--- config.mk ---
export PLATFORM = sky130hd
export DESIGN_NAME = if_fetch_queue
export DESIGN_NICKNAME = d
export VERILOG_FILES = /design/src/rtl/if_fetch_queue.sv
export SDC_FILE = /design/constraint.sdc
export NUM_CORES = 1
export LEC_CHECK = 0
export CORE_ASPECT_RATIO = 1.25
export CORE_MARGIN = 1.5
export CORE_UTILIZATION = 25
export CTS_BUF_LIST = sky130_fd_sc_hd__clkbuf_4
export DETAILED_ROUTE_END_ITERATION = 6
export SETUP_SLACK_MARGIN = 0.4
export SYNTH_ARGS = -nofsm -noshare
export SYNTH_HDL_FRONTEND = slang
export SYNTH_SLANG_ARGS = --single-unit
export TNS_END_PERCENT = 20
--- constraint.sdc ---
create_clock -name clk -period 10.8 [get_ports clk]
set_input_delay 2.7 -clock clk [delete_from_list [all_inputs] [get_ports clk]]
set_output_delay 2.7 -clock clk [all_outputs]
set_load 0.03 [all_outputs]
--- src/rtl/if_fetch_queue.sv ---
// Fetch stage: owns the PC, issues one sequential fetch per cycle to a 1-cycle
// latency instruction memory and buffers {pc, instr} pairs for decode.
module if_fetch_queue #(
   parameter int unsigned       AWIDTH       = 32,
   parameter int unsigned       DWIDTH       = 32,
   parameter logic [AWIDTH-1:0] RESET_PC_VAL = '0,
   parameter int unsigned       DEPTH        = 4,
   parameter int unsigned       STEP         = 4
) (
   input  logic              clk,
   input  logic              rst,
   input  logic              redirect,
   input  logic [AWIDTH-1:0] redirect_pc,
   output logic              imem_en,
   output logic [AWIDTH-1:0] imem_addr,
   input  logic [DWIDTH-1:0] imem_dout,
   output logic              out_valid,
   input  logic              out_ready,
   output logic [AWIDTH-1:0] out_pc,
   output logic [DWIDTH-1:0] out_instr,
   output logic [AWIDTH-1:0] pc_val
);

   localparam int unsigned PTR_W = (DEPTH > 1) ? $clog2(DEPTH) : 1;
   localparam int unsigned CNT_W = PTR_W + 2;

   logic [AWIDTH-1:0] pc_q, pc_d;
   logic              inflight_q, inflight_d;
   logic [AWIDTH-1:0] inflight_pc_q, inflight_pc_d;
   logic [PTR_W-1:0]  rd_ptr_q, rd_ptr_d;
   logic [PTR_W-1:0]  wr_ptr_q, wr_ptr_d;
   logic [CNT_W-1:0]  count_q, count_d;

   logic [AWIDTH-1:0] pc_mem_q    [DEPTH];
   logic [DWIDTH-1:0] instr_mem_q [DEPTH];

   logic              push;
   logic              pop;
   logic              space;
   logic [CNT_W-1:0]  occupancy;

   // Handshake, issue decision and next-state; redirect overrides everything
   always_comb begin
      out_valid = (count_q != '0) && !redirect;
      pop       = out_valid && out_ready;
      push      = inflight_q && !redirect;
      occupancy = count_q + CNT_W'(inflight_q) - CNT_W'(pop);
      space     = occupancy < CNT_W'(DEPTH);
      imem_en   = !rst && (redirect || space);
      imem_addr = redirect ? redirect_pc : pc_q;

      pc_d          = pc_q;
      inflight_d    = 1'b0;
      inflight_pc_d = inflight_pc_q;
      rd_ptr_d      = rd_ptr_q;
      wr_ptr_d      = wr_ptr_q;
      count_d       = count_q;

      if (redirect) begin
         pc_d          = redirect_pc + AWIDTH'(STEP);
         inflight_d    = 1'b1;
         inflight_pc_d = redirect_pc;
         rd_ptr_d      = wr_ptr_q;
         count_d       = '0;
      end else begin
         if (space) begin
            pc_d          = pc_q + AWIDTH'(STEP);
            inflight_d    = 1'b1;
            inflight_pc_d = pc_q;
         end
         if (push) begin
            wr_ptr_d = wr_ptr_q + PTR_W'(1);
         end
         if (pop) begin
            rd_ptr_d = rd_ptr_q + PTR_W'(1);
         end
         count_d = count_q + CNT_W'(push) - CNT_W'(pop);
      end
   end

   always_ff @(posedge clk or posedge rst) begin
      if (rst) begin
         pc_q          <= RESET_PC_VAL;
         inflight_q    <= 1'b0;
         inflight_pc_q <= RESET_PC_VAL;
         rd_ptr_q      <= '0;
         wr_ptr_q      <= '0;
         count_q       <= '0;
      end else begin
         pc_q          <= pc_d;
         inflight_q    <= inflight_d;
         inflight_pc_q <= inflight_pc_d;
         rd_ptr_q      <= rd_ptr_d;
         wr_ptr_q      <= wr_ptr_d;
         count_q       <= count_d;
      end
   end

   // Storage needs no reset: only entries covered by count_q are ever presented
   always_ff @(posedge clk) begin
      if (push) begin
         pc_mem_q[wr_ptr_q]    <= inflight_pc_q;
         instr_mem_q[wr_ptr_q] <= imem_dout;
      end
   end

   assign out_pc    = pc_mem_q[rd_ptr_q];
   assign out_instr = instr_mem_q[rd_ptr_q];
   assign pc_val    = pc_q;

   // The space check must make a push into a full, non-draining FIFO impossible
   assert property (@(posedge clk) disable iff (rst)
                    !(push && (count_q == CNT_W'(DEPTH)) && !pop))
      else $error("if_fetch_queue: push into full FIFO");

endmodule

# After elaboration in Yosys (flattened, before gate mapping)

Memory sizes are Yosys's and may differ from the RTL's.
Index checks and enable logic that the tools add are counted.

Input bits: 68
Word-level logic and storage cells: 41
Flip-flop bits (word level): 73
Memories: 2
ROM bits: 0
Memory bits (writable): 256
Latch bits: 0

Memories:

| name        | words | bits a word | rd ports | clocked after Yosys merged registers in | wr ports | RTL line | text |
|---|---|---|---|---|---|---|---|
| instr_mem_q | 4     | 32          | 1        | 0                                       | 1        | 35       | `logic [DWIDTH-1:0] instr_mem_q [DEPTH];` |
| pc_mem_q    | 4     | 32          | 1        | 0                                       | 1        | 34       | `logic [AWIDTH-1:0] pc_mem_q [DEPTH];` |

Multiplexer cells: 12
Bitwise logic cells: 1
Shift-type cells: 0
Order comparisons: 1
Divide/modulo/power cells: 0
$mul: 0
Reductions and logical operators: 11
$add $sub $neg: 8
Eq/ne operators: 0

Operators by type and width:

| cell                                                                         | count |
|---|---|
| 32-bit two-way mux                                                           | 5 |
| 32-bit by 3-bit adder with 32-bit output, second input constant              | 2 |
| 4-bit by 1-bit adder with 4-bit output                                       | 2 |
| 4-bit by 1-bit subtractor with 4-bit output                                  | 2 |
| 2-bit by 1-bit adder with 2-bit output, second input constant                | 2 |
| 1-bit logical AND                                                            | 4 |
| 4-bit by 3-bit less-than comparator with 1-bit output, second input constant | 1 |
| 1-bit two-way mux                                                            | 4 |
| 2-bit two-way mux                                                            | 2 |
| 4-bit two-way mux                                                            | 1 |
| 2-bit nonzero test                                                           | 2 |
| 4-bit nonzero test                                                           | 1 |
| 1-bit zero test                                                              | 2 |
| 2-bit AND reduction                                                          | 1 |
| 1-bit logical OR                                                             | 1 |
| 1-bit inverter                                                               | 1 |

# Depth between registers and ports, before layout

Depth after elaboration: 7
Gate-level depth with buffers: 15
Depth with buffers taken out: 13

# Worst setup path after synthesis

OpenSTA, ideal clock, no wires.

Path type: input-to-output
Start: input port redirect
End: output port imem_en
Cell stages on the path: 13
Arrival: 5783 ps
Path buffers: 4
Setup slack: 2317 ps
Path through: buf_6 buf_4 buf_2 a31oi_1 and2_0 ha_1 inv_1 ha_1 and3b_1 nor4_1 nor3_2 clkbuf_1 nor2_1

Word-level cells in the longest chain between the ends: 7

Ends and longest elaborated chain:

| item                                                  | RTL line | text |
|---|---|---|
| start, declared                                       | 12       | `input logic redirect,` |
| 1-bit zero test                                       | 44       | `out_valid = (count_q != '0) && !redirect;` |
| 1-bit logical AND                                     | 44       |  |
| via out_valid                                         | 17       | `output logic out_valid,` |
| 1-bit logical AND                                     | 45       | `pop = out_valid && out_ready;` |
| 4-bit by 1-bit subtractor with 4-bit output           | 47       | `occupancy = count_q + CNT_W'(inflight_q) - CNT_W'(pop);` |
| 4-bit by 3-bit less-than comparator with 1-bit output | 48       | `space = occupancy < CNT_W'(DEPTH);` |
| 1-bit logical OR                                      | 49       | `imem_en = !rst && (redirect \|\| space);` |
| 1-bit logical AND                                     | 49       |  |
| end, declared                                         | 14       | `output logic imem_en,` |

The timed path passes the listed nets, and every way through them passes these cells.

# Worst setup path in the final report

Start: input port redirect
End: output port imem_en

Word-level cells in the longest chain between the ends: 7

Ends and longest elaborated chain:

| item                                                  | RTL line |
|---|---|
| 1-bit zero test                                       | 44 |
| 1-bit logical AND                                     | 44 |
| 1-bit logical AND                                     | 45 |
| 4-bit by 1-bit subtractor with 4-bit output           | 47 |
| 4-bit by 3-bit less-than comparator with 1-bit output | 48 |
| 1-bit logical OR (*)                                  | 49 |
| 1-bit logical AND (*)                                 | 49 |

Every way passes the cells marked *; elsewhere a longest branch is shown, timed or not.

==> flow_summary_export.csv <==
group,metric,value,unit
grt,track_usage,12.5,%
timing,setup_viol,0,
clock_network,cts_buffers,87,
drt,drtAntennaViolNets,0,
power,total_power,5.18,mW
min_path,min-delay-start,"inflight_pc_q[20]$_DFFE_PP0P_",
critical_path,crit_path_end_kind,"output pin",
critical_path,crit_path_frequent_cell,"ha_1",
critical_path,crit_chain,"buf_4 -> a31oi_1 -> and2_0 -> ha_1 -> inv_1 -> ha_1 -> and3b_1 -> nor4_1 -> nor3_4 -> nor2_1 -> clkdlybuf4s50_1",
die,start_util,25.4,%
clock_network,post_cts_resized,0,
critical_path,reg2reg_depth,14,
synth,ys_seq_area_share,70.9,%
critical_path,rrSetupSlack,6.44,ns
drt,wire_per_inst,19.0,um
final_layout,layout-drive-gt1-share,21.6,%
placed_design,dp_worst_setup_slack,2.37,ns
die,core_region_area,52800,um2
synth,avgSynthCellArea,16.8,um2
drt,drt-total-wl,34.1,mm
power,ir_drop,143,uV
critical_path,crit_path_start_kind,"primary input",
clock_network,cts_root_buffer,"clkbuf_4",
synth,syn_inst,797,
grt,grt_overflow_total,0,
final_layout,nets,1133,
job,maxCapViolCount,0,
synth,synth_commonest_cells,"256 x edfxtp_1, 76 x nor2_1, 73 x dfrtp_1",
drt,drt_first_iter_violations,442,
timing,fmax,0.118,GHz
synth,synthArstFlopShare,22.2,%
placed_design,gp_congestion,0.809,
final_layout,stdcell_count,1792,
critical_path,rr_startpoint,"count_q[2]$_DFF_PP0_",
critical_path,cp_slowest_cell,"clkdlybuf4s50_1",
timing,fin_tns_setup,0,ns
clock_network,clock_sinks,329,
synth,yosysMostFrequentCell,"edfxtp_1",
critical_path,worstPathArrival,5.76,ns
clock_network,post_cts.repair.setup_buffers,0,
drt,drtPass1Iterations,5,
power,p_int,3.19,mW
critical_path,crit_path_max_incr_delay,0.68,ns
timing,fin_crit_sh,78.3,%
die,ioPinCount,198,
drt,viasPerCell,4.45,
power,pwr-share-clk,20.8,%
final_layout,fin_util,32.6,%
synth,ys_warn_count,0,
synth,synth_flop_cell,"edfxtp_1",
clock_network,clockBufferDepth,3,
die,die_y,262,um
power,p_sw_share,38.4,%
synth,syn_area,13400,um2
outcome,status,"finished clean",
power,leakage,5.99,nW
power,pwr-share-seq,39.8,%
synth,synth_top_cell_area_share,57.3,%
final_layout,fin_area,17200,um2
timing,hold_violations,0,
timing,fin_crit,8.46,ns
drt,met1_length,14.8,mm
min_path,hp-class,"register to register",
die,dieArea,55100,um2
timing,slew_violations,0,
synth,synth_area_leaders,"edfxtp_1 57%, dfrtp_1 14%, mux4_2 11%, nor2_1 2.1%, mux2_2 1.5%",
synth,synth_top_area_cell,"edfxtp_1",
timing,finalWorstSetupSlack,2.34,ns
placed_design,post-dp-hpwl,20.9,mm
timing,fin_hold_ws,0.508,ns
drt,wl_met2,16.1,mm
drt,drc,0,
critical_path,critical_path_class,"primary input to output pin",
grt,antenna_found_initial,1,
critical_path,cp_data_required_time,8.10,ns
final_layout,synthToLayoutAreaGrowth,28.3,%
synth,ys_ff_latch,329,
power,powerDensity,301,nW/um2
placed_design,portBuffers,197,
power,p_sw,1.99,mW
min_path,hold_path_depth,0,
timing,relSlewSlack,25.6,%
grt,first_global_vias,8775,
clock_network,path_clk_slew,0.07,ns
synth,synth_edf_count,256,
critical_path,crit_fanout,38,
grt,grt_pass1_wl,51.1,mm
drt,dr_wl_met3,2.14,mm
grt,grt_max_degree,74,
critical_path,r2r-end,"pc_val[21]$_DFFE_PP0P_",
power,pwr-share-comb,39.4,%
synth,synthDistinctLibCells,53,
die,dieWidth,210,um
die,num_rows,94,
clock_network,htree_levels,3,
drt,top_layer_used,"met4",
clock_network,cts_tree,"yes",
placed_design,dpl_cell_area,16100,um2
clock_network,clkLatencyLatePin,0.78,ns
min_path,hold_end,"pc_mem_q[2][20]$_DFFE_PP_",
placed_design,dp_cells,1635,
timing,rsz0062_at_grt,"no",
timing,tightest_slew,1.12,ns
synth,syn_nets,878,
drt,vias,7968,
timing,clock_skew,0.0439,ns
clock_network,cts_hold_buf,0,
[layout make-up]
class	count	area, um2
Sequential cell	329	9520
Fill cell	5148	35600
Clock inverter	30	155
Multi-Input combinational cell	400	3620
Tap cell	672	841
Antenna cell	2	5.00
Inverter	31	118
Timing Repair Buffer	203	2010
Clock buffer	125	938
[cell usage in the layout, fill, tap and decap left out, types with 7 or more instances in the layout]
master,instances
edfxtp_1,256
clkdlybuf4s50_1,196
clkbuf_4,125
nor2_1,76
dfrtp_1,71
mux4_2,64
nand2_1,38
a21oi_1,36
inv_1,29
mux2i_1,18
mux2_2,18
clkinv_1,17
xnor2_1,16
nand3_1,16
ha_1,12
nand4_1,11
o31ai_1,11
clkinv_2,8
o21ai_0,7
xor2_1,7
buf_4,7
[power by group through the flow]
stage	clock network [mW]	registers [mW]	logic, mW
after floorplan	0	2.05	1.24
after global placement	0	2.07	2.08
after detailed placement	0	2.09	2.09
after CTS	1.13	2.07	2.09
after global routing	1.19	2.11	2.19
final	1.08	2.06	2.04
[sequential cells by signal, indices dropped and copies added, names as in the netlist]
register,flops
inflight_q,1
pc_val,32
inflight_pc_q,32
wr_ptr_q,2
rd_ptr_q,2
count_q,4
pc_mem_q,128
instr_mem_q,128
[worst max path at each step]
stage | start | end
after floorplan | redirect | imem_en
after global placement | redirect | imem_en
after detailed placement | redirect | imem_en
after CTS | redirect | imem_en
after global routing | redirect | imem_en
final | redirect | imem_en
[cells by family (layout without fill, tap and decap cells)]
| logic type | after synthesis | in the layout | synth area share [%] |
|---|---|---|---|
| flip-flops | 329 | 329 | 70.9 |
| AND/OR/NAND/NOR | 184 | 184 | 6.70 |
| multiplexers | 100 | 100 | 13.6 |
| AO/OA/AOI/OAI | 80 | 80 | 3.83 |
| buffers and inverters | 68 | 389 | 2.20 |
| XOR/XNOR | 23 | 23 | 1.50 |
| adder cells (fa/ha/maj) | 13 | 13 | 1.27 |
| other | 0 | 2 | 0 |
[metal layers]
| metal | global-route usage, % | vias up |
|---|---|---|
| met2 | 20.1 | 300 |
| li1 | - | 3654 |
| met3 | 3.01 | 65 |
| met1 | 15.6 | 3949 |
| met4 | 6.83 | 0 |
| met5 | 0 | - |
[critical path: cells and delay by family]
kind	cells	cell delay, ns
buf+inv	3	0.96
fa+ha+maj	2	0.46
compound gates	1	0.29
simple gates	5	1.28
(Power assumes the default switching activity.)
==> RTL change 1 (same settings) <==
Make the reset (`rst`) synchronous in one clocked block.
--- a/src/rtl/if_fetch_queue.sv
+++ b/src/rtl/if_fetch_queue.sv
@@ -78,7 +78,7 @@
       end
    end
 
-   always_ff @(posedge clk or posedge rst) begin
+   always_ff @(posedge clk) begin
       if (rst) begin
          pc_q          <= RESET_PC_VAL;
          inflight_q    <= 1'b0;
Function: differs if rst is asserted again (counterexample within 4 cycles, from zero or initial values and one cycle with rst high); with rst held inactive, the same outputs for 4 cycles.
==> RTL change 1 against the unedited design <==
Sequential cell count is 2 higher. Critical path depth down 1. First-iteration DRC count is 17% lower. Synthesized area is 0.43% lower. Final area decreased by 0.12%. Clock skew decreased by 0.0067 ns. Setup slack better by 0.073 ns. Routed wire length is 1.8% lower. Synthesized cell count rose by 6.9%. Via count increased by 2.7%. Critical endpoint unchanged.
Power is not compared: it rests on default switching activity, and its combinational part moved more than twofold at a synthesized area within 25%.
==> RTL change 1: results (changes against the unedited design) <==
* Outcome: complete, no violations
* Hold Path Depth at 2 (+2)
* Synth Net Count at 933 (+6.3%)
* Worst R2R Setup Slack at 6.89 ns (+0.45 ns)
* Layout non-clock buf frac at 0.1176 (+0.0005734)
* FF+latch area at 9196 um^2 (-3.4%)
* Fraction of registers with async set/reset at 0 (-0.2219)
* Pre-antenna DRT Iters at 4 (-1)
* Seq_cells at 331 (+0.61%)
* First-pass GRT wire length at 50270 um (-1.7%)
* Post-synthesis average cell area at 15.68 um^2 (-6.9%)
* Synth top cells by count: edfxtp_1 (256), dfxtp_1 (75), nand2_1 (70)
* Finished Core Util at 0.3264 (+0.0003480)
* Vias in the first global route at 8657 (-1.3%)
* Crit Path Max Fanout at 6 (-84%)
* Final setup skew at 0.03722 ns (-0.006676 ns)
* Dpl cells at 1680 (+2.8%)
* Setup WS post-layout at 2.414 ns (+0.07268 ns)
* WL met3 at 1789 um (-16%)
* Hold path startpoint: pc_val[29]
* DR WL/cell at 18.16 um (-4.5%)
* Worst Setup SP: out_ready
* Fillcell total at 5203 (+1.1%)
* WL met1 at 14920 um (+0.51%)
* WHS Endpoint: pc_val[29]
* Sequential area share after synthesis at 0.6878 (-0.02129)
* Terminus of the critical flop-to-flop path: pc_val[22]
* Biggest area contributors in the synthesized netlist: edfxtp_1 (58%), dfxtp_1 (11%), mux4_2 (11%)
* GRT Resource Usage Total at 0.1217 (-0.003486)
* Placed Area at 16000 um^2 (-0.73%)
* # clk buffers at 133 (+6.4%)
* Area of the multi-input gates at 3867 um^2 (+6.7%)
* Reg2reg start: count_q[2]
* Worst Hold Slack at 0.4895 ns (-0.01880 ns)
* Total wire length at 33460 um (-1.8%)
-- RTL change 1: cell count changes after synthesis, moves of 7 or more --
cell | before | now
inv_1 | 30 | 20
dfrtp_1 | 73 | 0
a211oi_1 | 3 | 14
nor3_1 | 4 | 29
nand3b_1 | 6 | 13
nor2_1 | 76 | 66
mux2i_1 | 18 | 8
nand3_1 | 16 | 27
nand2_1 | 38 | 70
a21oi_1 | 36 | 28
buf_2 | 7 | 19
dfxtp_1 | 0 | 75
o31ai_1 | 11 | 0
-- RTL change 1: metal layers --
metal | vias up | GRT usage
met5 | - | 0
met4 | 0 | 0.05935
met3 | 61 | 0.03502
met2 | 245 | 0.1953
met1 | 4050 | 0.1510
li1 | 3824 | -
-- RTL change 1: worst reg2reg max path, stage by stage (launching register included) --
cell and delay (ns):
dfxtp_1 0.31, inv_1 0.06, ha_1 0.20, a31oi_1 0.19, and2_0 0.30, ha_1 0.20
inv_1 0.04, ha_1 0.25, and3b_1 0.17, nor4_1 0.63, or3_2 0.42, buf_4 0.56
nor3b_1 0.16, a211o_1 0.29
-- RTL change 1: kinds of logic (layout without fill, tap and decap cells) --
group,count (synthesis),after routing,synth area share
AOI/OAI and AO/OA,76,76,0.03905
xor gates and xnor gates,25,25,0.01639
adders and majority gates,13,13,0.01274
buffers and inverters,69,385,0.02397
DFF,331,331,0.6878
muxes,92,92,0.1307
other,0,2,0
and+or+nand+nor,246,246,0.08934
-- RTL change 1: report_power, final --
group | total (mW) | internal, mW | leakage [nW] | switching (mW)
combinational | 0.461 | 0.196 | 2.13 | 0.265
sequential | 1.49 | 1.44 | 2.97 | 0.0521
clock | 1.15 | 0.635 | 0.704 | 0.514
total | 3.10 | 2.27 | 5.80 | 0.831
==> RTL change 2 (config.mk and constraints unchanged) <==
Without the edit above. Set the parameter `DEPTH` to 2 (it was 4).
--- a/src/rtl/if_fetch_queue.sv
+++ b/src/rtl/if_fetch_queue.sv
@@ -4,7 +4,7 @@
    parameter int unsigned       AWIDTH       = 32,
    parameter int unsigned       DWIDTH       = 32,
    parameter logic [AWIDTH-1:0] RESET_PC_VAL = '0,
-   parameter int unsigned       DEPTH        = 4,
+   parameter int unsigned       DEPTH        = 2,
    parameter int unsigned       STEP         = 4
 ) (
    input  logic              clk,
Function: changed (a bounded check fails within 4 cycles, from zero or initial values and one cycle with rst high).
==> RTL change 2 against the unedited design <==
Critical path depth did not move. Global-route usage rose by 0.85 points. Power fell by 33%. Sequential cell count shrank 131. Routed wire length fell by 33%. Setup slack better by 0.44 ns. Via count down 30%. Synthesized area is 37% lower. Final area shrank 35%. Largest cell class unchanged. Highest routed layer unchanged.
==> RTL change 2: results (changes against the unedited design) <==
* Later-pin clock latency in the skew report at 0.62 ns (-0.16 ns)
* Cell count after synthesis at 612 (-23%)
* Final setup skew at 0.02636 ns (-0.01754 ns)
* Initial antenna violation count at 1 (unchanged)
* Total wire length at 22770 um (-33%)
* Initial detailed-routing violation count at 273 (-38%)
* Top power consumer group: combinational logic
* DR WL/cell at 18.26 um (-4.0%)
* Reg2reg start: count_q[1]
* Sw Share at 0.4334 (+0.04889)
* Sequential area share after synthesis at 0.6618 (-0.04723)
* Biggest area contributors in the synthesized netlist: edfxtp_1 (45%), dfrtp_1 (21%), mux2_2 (11%)
* Synth Net Count at 686 (-22%)
* Critical path's largest stage delay at just under 0.7 ns
* Fillcell total at 3338 (-35%)
* Layout Nets at 883 (-22%)
* Outcome: complete, no violations
* Comb power at 1.71 mW (-16%)
* Largest net degree at the start of global routing at 73 (-1.4%)
* Hold path startpoint: inflight_pc_q[5]
* Internal power at 1.952 mW (-39%)
* Crit Path Max Fanout at 25 (-34%)
* Pleak at 4.050 nW (-32%)
* First-pass GRT wire length at 34760 um (-32%)
* Ratio of cells with drive above 1 in the final layout at 0.1655 (-0.05011)
* WHS Endpoint: pc_mem_q[0][5]
* R2R cell count at 13 (-1)
* Worst Hold Slack at 0.4806 ns (-0.02777 ns)
* GRT Resource Usage Total at 0.1337 (+0.008473)
* Biggest regs: instr_mem_q: 64 flops, pc_mem_q: 64 flops
* Worst endpoint data arrival time at 5.31 ns (-0.45 ns)
* Pre-antenna DRT Iters at 4 (-1)
* Synth Warn # at 0 (unchanged)
* Clock Path Buffers at 2 (-1)
* Vias in the first global route at 5838 (-33%)
* Worst VDD drop at 0.1944 mV (+36%)
* Count of cell types in the netlist at 46 (-13%)
* Max transition margin at 0.3184 (+0.06212)
* H-tree depth at 4 (+1)
* Vias at 5610 (-30%)
* CP delay by family, top: buffers and inverters
* Worst R2R Setup Slack at 6.75 ns (+0.31 ns)
* Placed wire-length estimate at 15330 um (-27%)
* Post-synth EDFFs at 128 (-50%)
* Fraction of registers with async set/reset at 0.3535 (+0.1317)
* Clock power share at 0.121 (-0.087)
* Dpl cells at 1213 (-26%)
==> RTL change 2: cell count changes after synthesis, sizes merged, moves of 4 or more <==
cell,unedited run,this run
mux2i,18,14
nand2,38,31
clkbuf,22,16
nand3,17,13
xnor2,16,11
ha,12,4
and4,1,5
edfxtp,256,128
inv,31,22
mux4,64,0
mux2,18,82
==> RTL change 2: metrics by stage <==
step	worst slack, ns	cell area (um^2)
after floorplan	2.174	8454
after global placement	2.748	10900
after detailed placement	2.745	10900
after CTS	2.732	11200
after global routing	2.609	11200
final	2.785	11210
==> RTL change 2: cell type report <==
class,count,area share
diodes,2,0.0004466
well taps,423,0.04723
flip-flops and latches,198,0.4996
repair buffers,207,0.1822
inverters,22,0.007480
multi-input cells,363,0.2365
clock buffers,17,0.01139
clock inverters,15,0.01518
==> RTL change 2: cells by family (layout without fill, tap and decap cells) <==
family / after synthesis / count (layout) / share of synthesized area
adders and majority gates: 6 / 6 / 0.01066
DFF: 198 / 198 / 0.6618
muxes: 96 / 96 / 0.1258
AOI/OAI and AO/OA: 70 / 70 / 0.05313
buffers and inverters: 51 / 261 / 0.02782
and+or+nand+nor: 173 / 173 / 0.1005
other: 0 / 2 / 0
xor gates and xnor gates: 18 / 18 / 0.02027
==> RTL change 2: per-layer routing <==
layer | wire (um) | share of wire | global-route usage
met5 | 0 | 0 | 0
met4 | 412 | 0.018 | 0.04629
met3 | 1183 | 0.052 | 0.03939
met2 | 11330 | 0.50 | 0.2295
met1 | 9837 | 0.43 | 0.1590
==> RTL change 2: worst max-delay path by stage <==
stage	start	end	cells past startpoint
finish	redirect	imem_en	11
floorplan	redirect	imem_en	14
detailed placement	redirect	imem_en	11
global placement	redirect	imem_en	11
global route	redirect	imem_en	11
CTS	redirect	imem_en	11
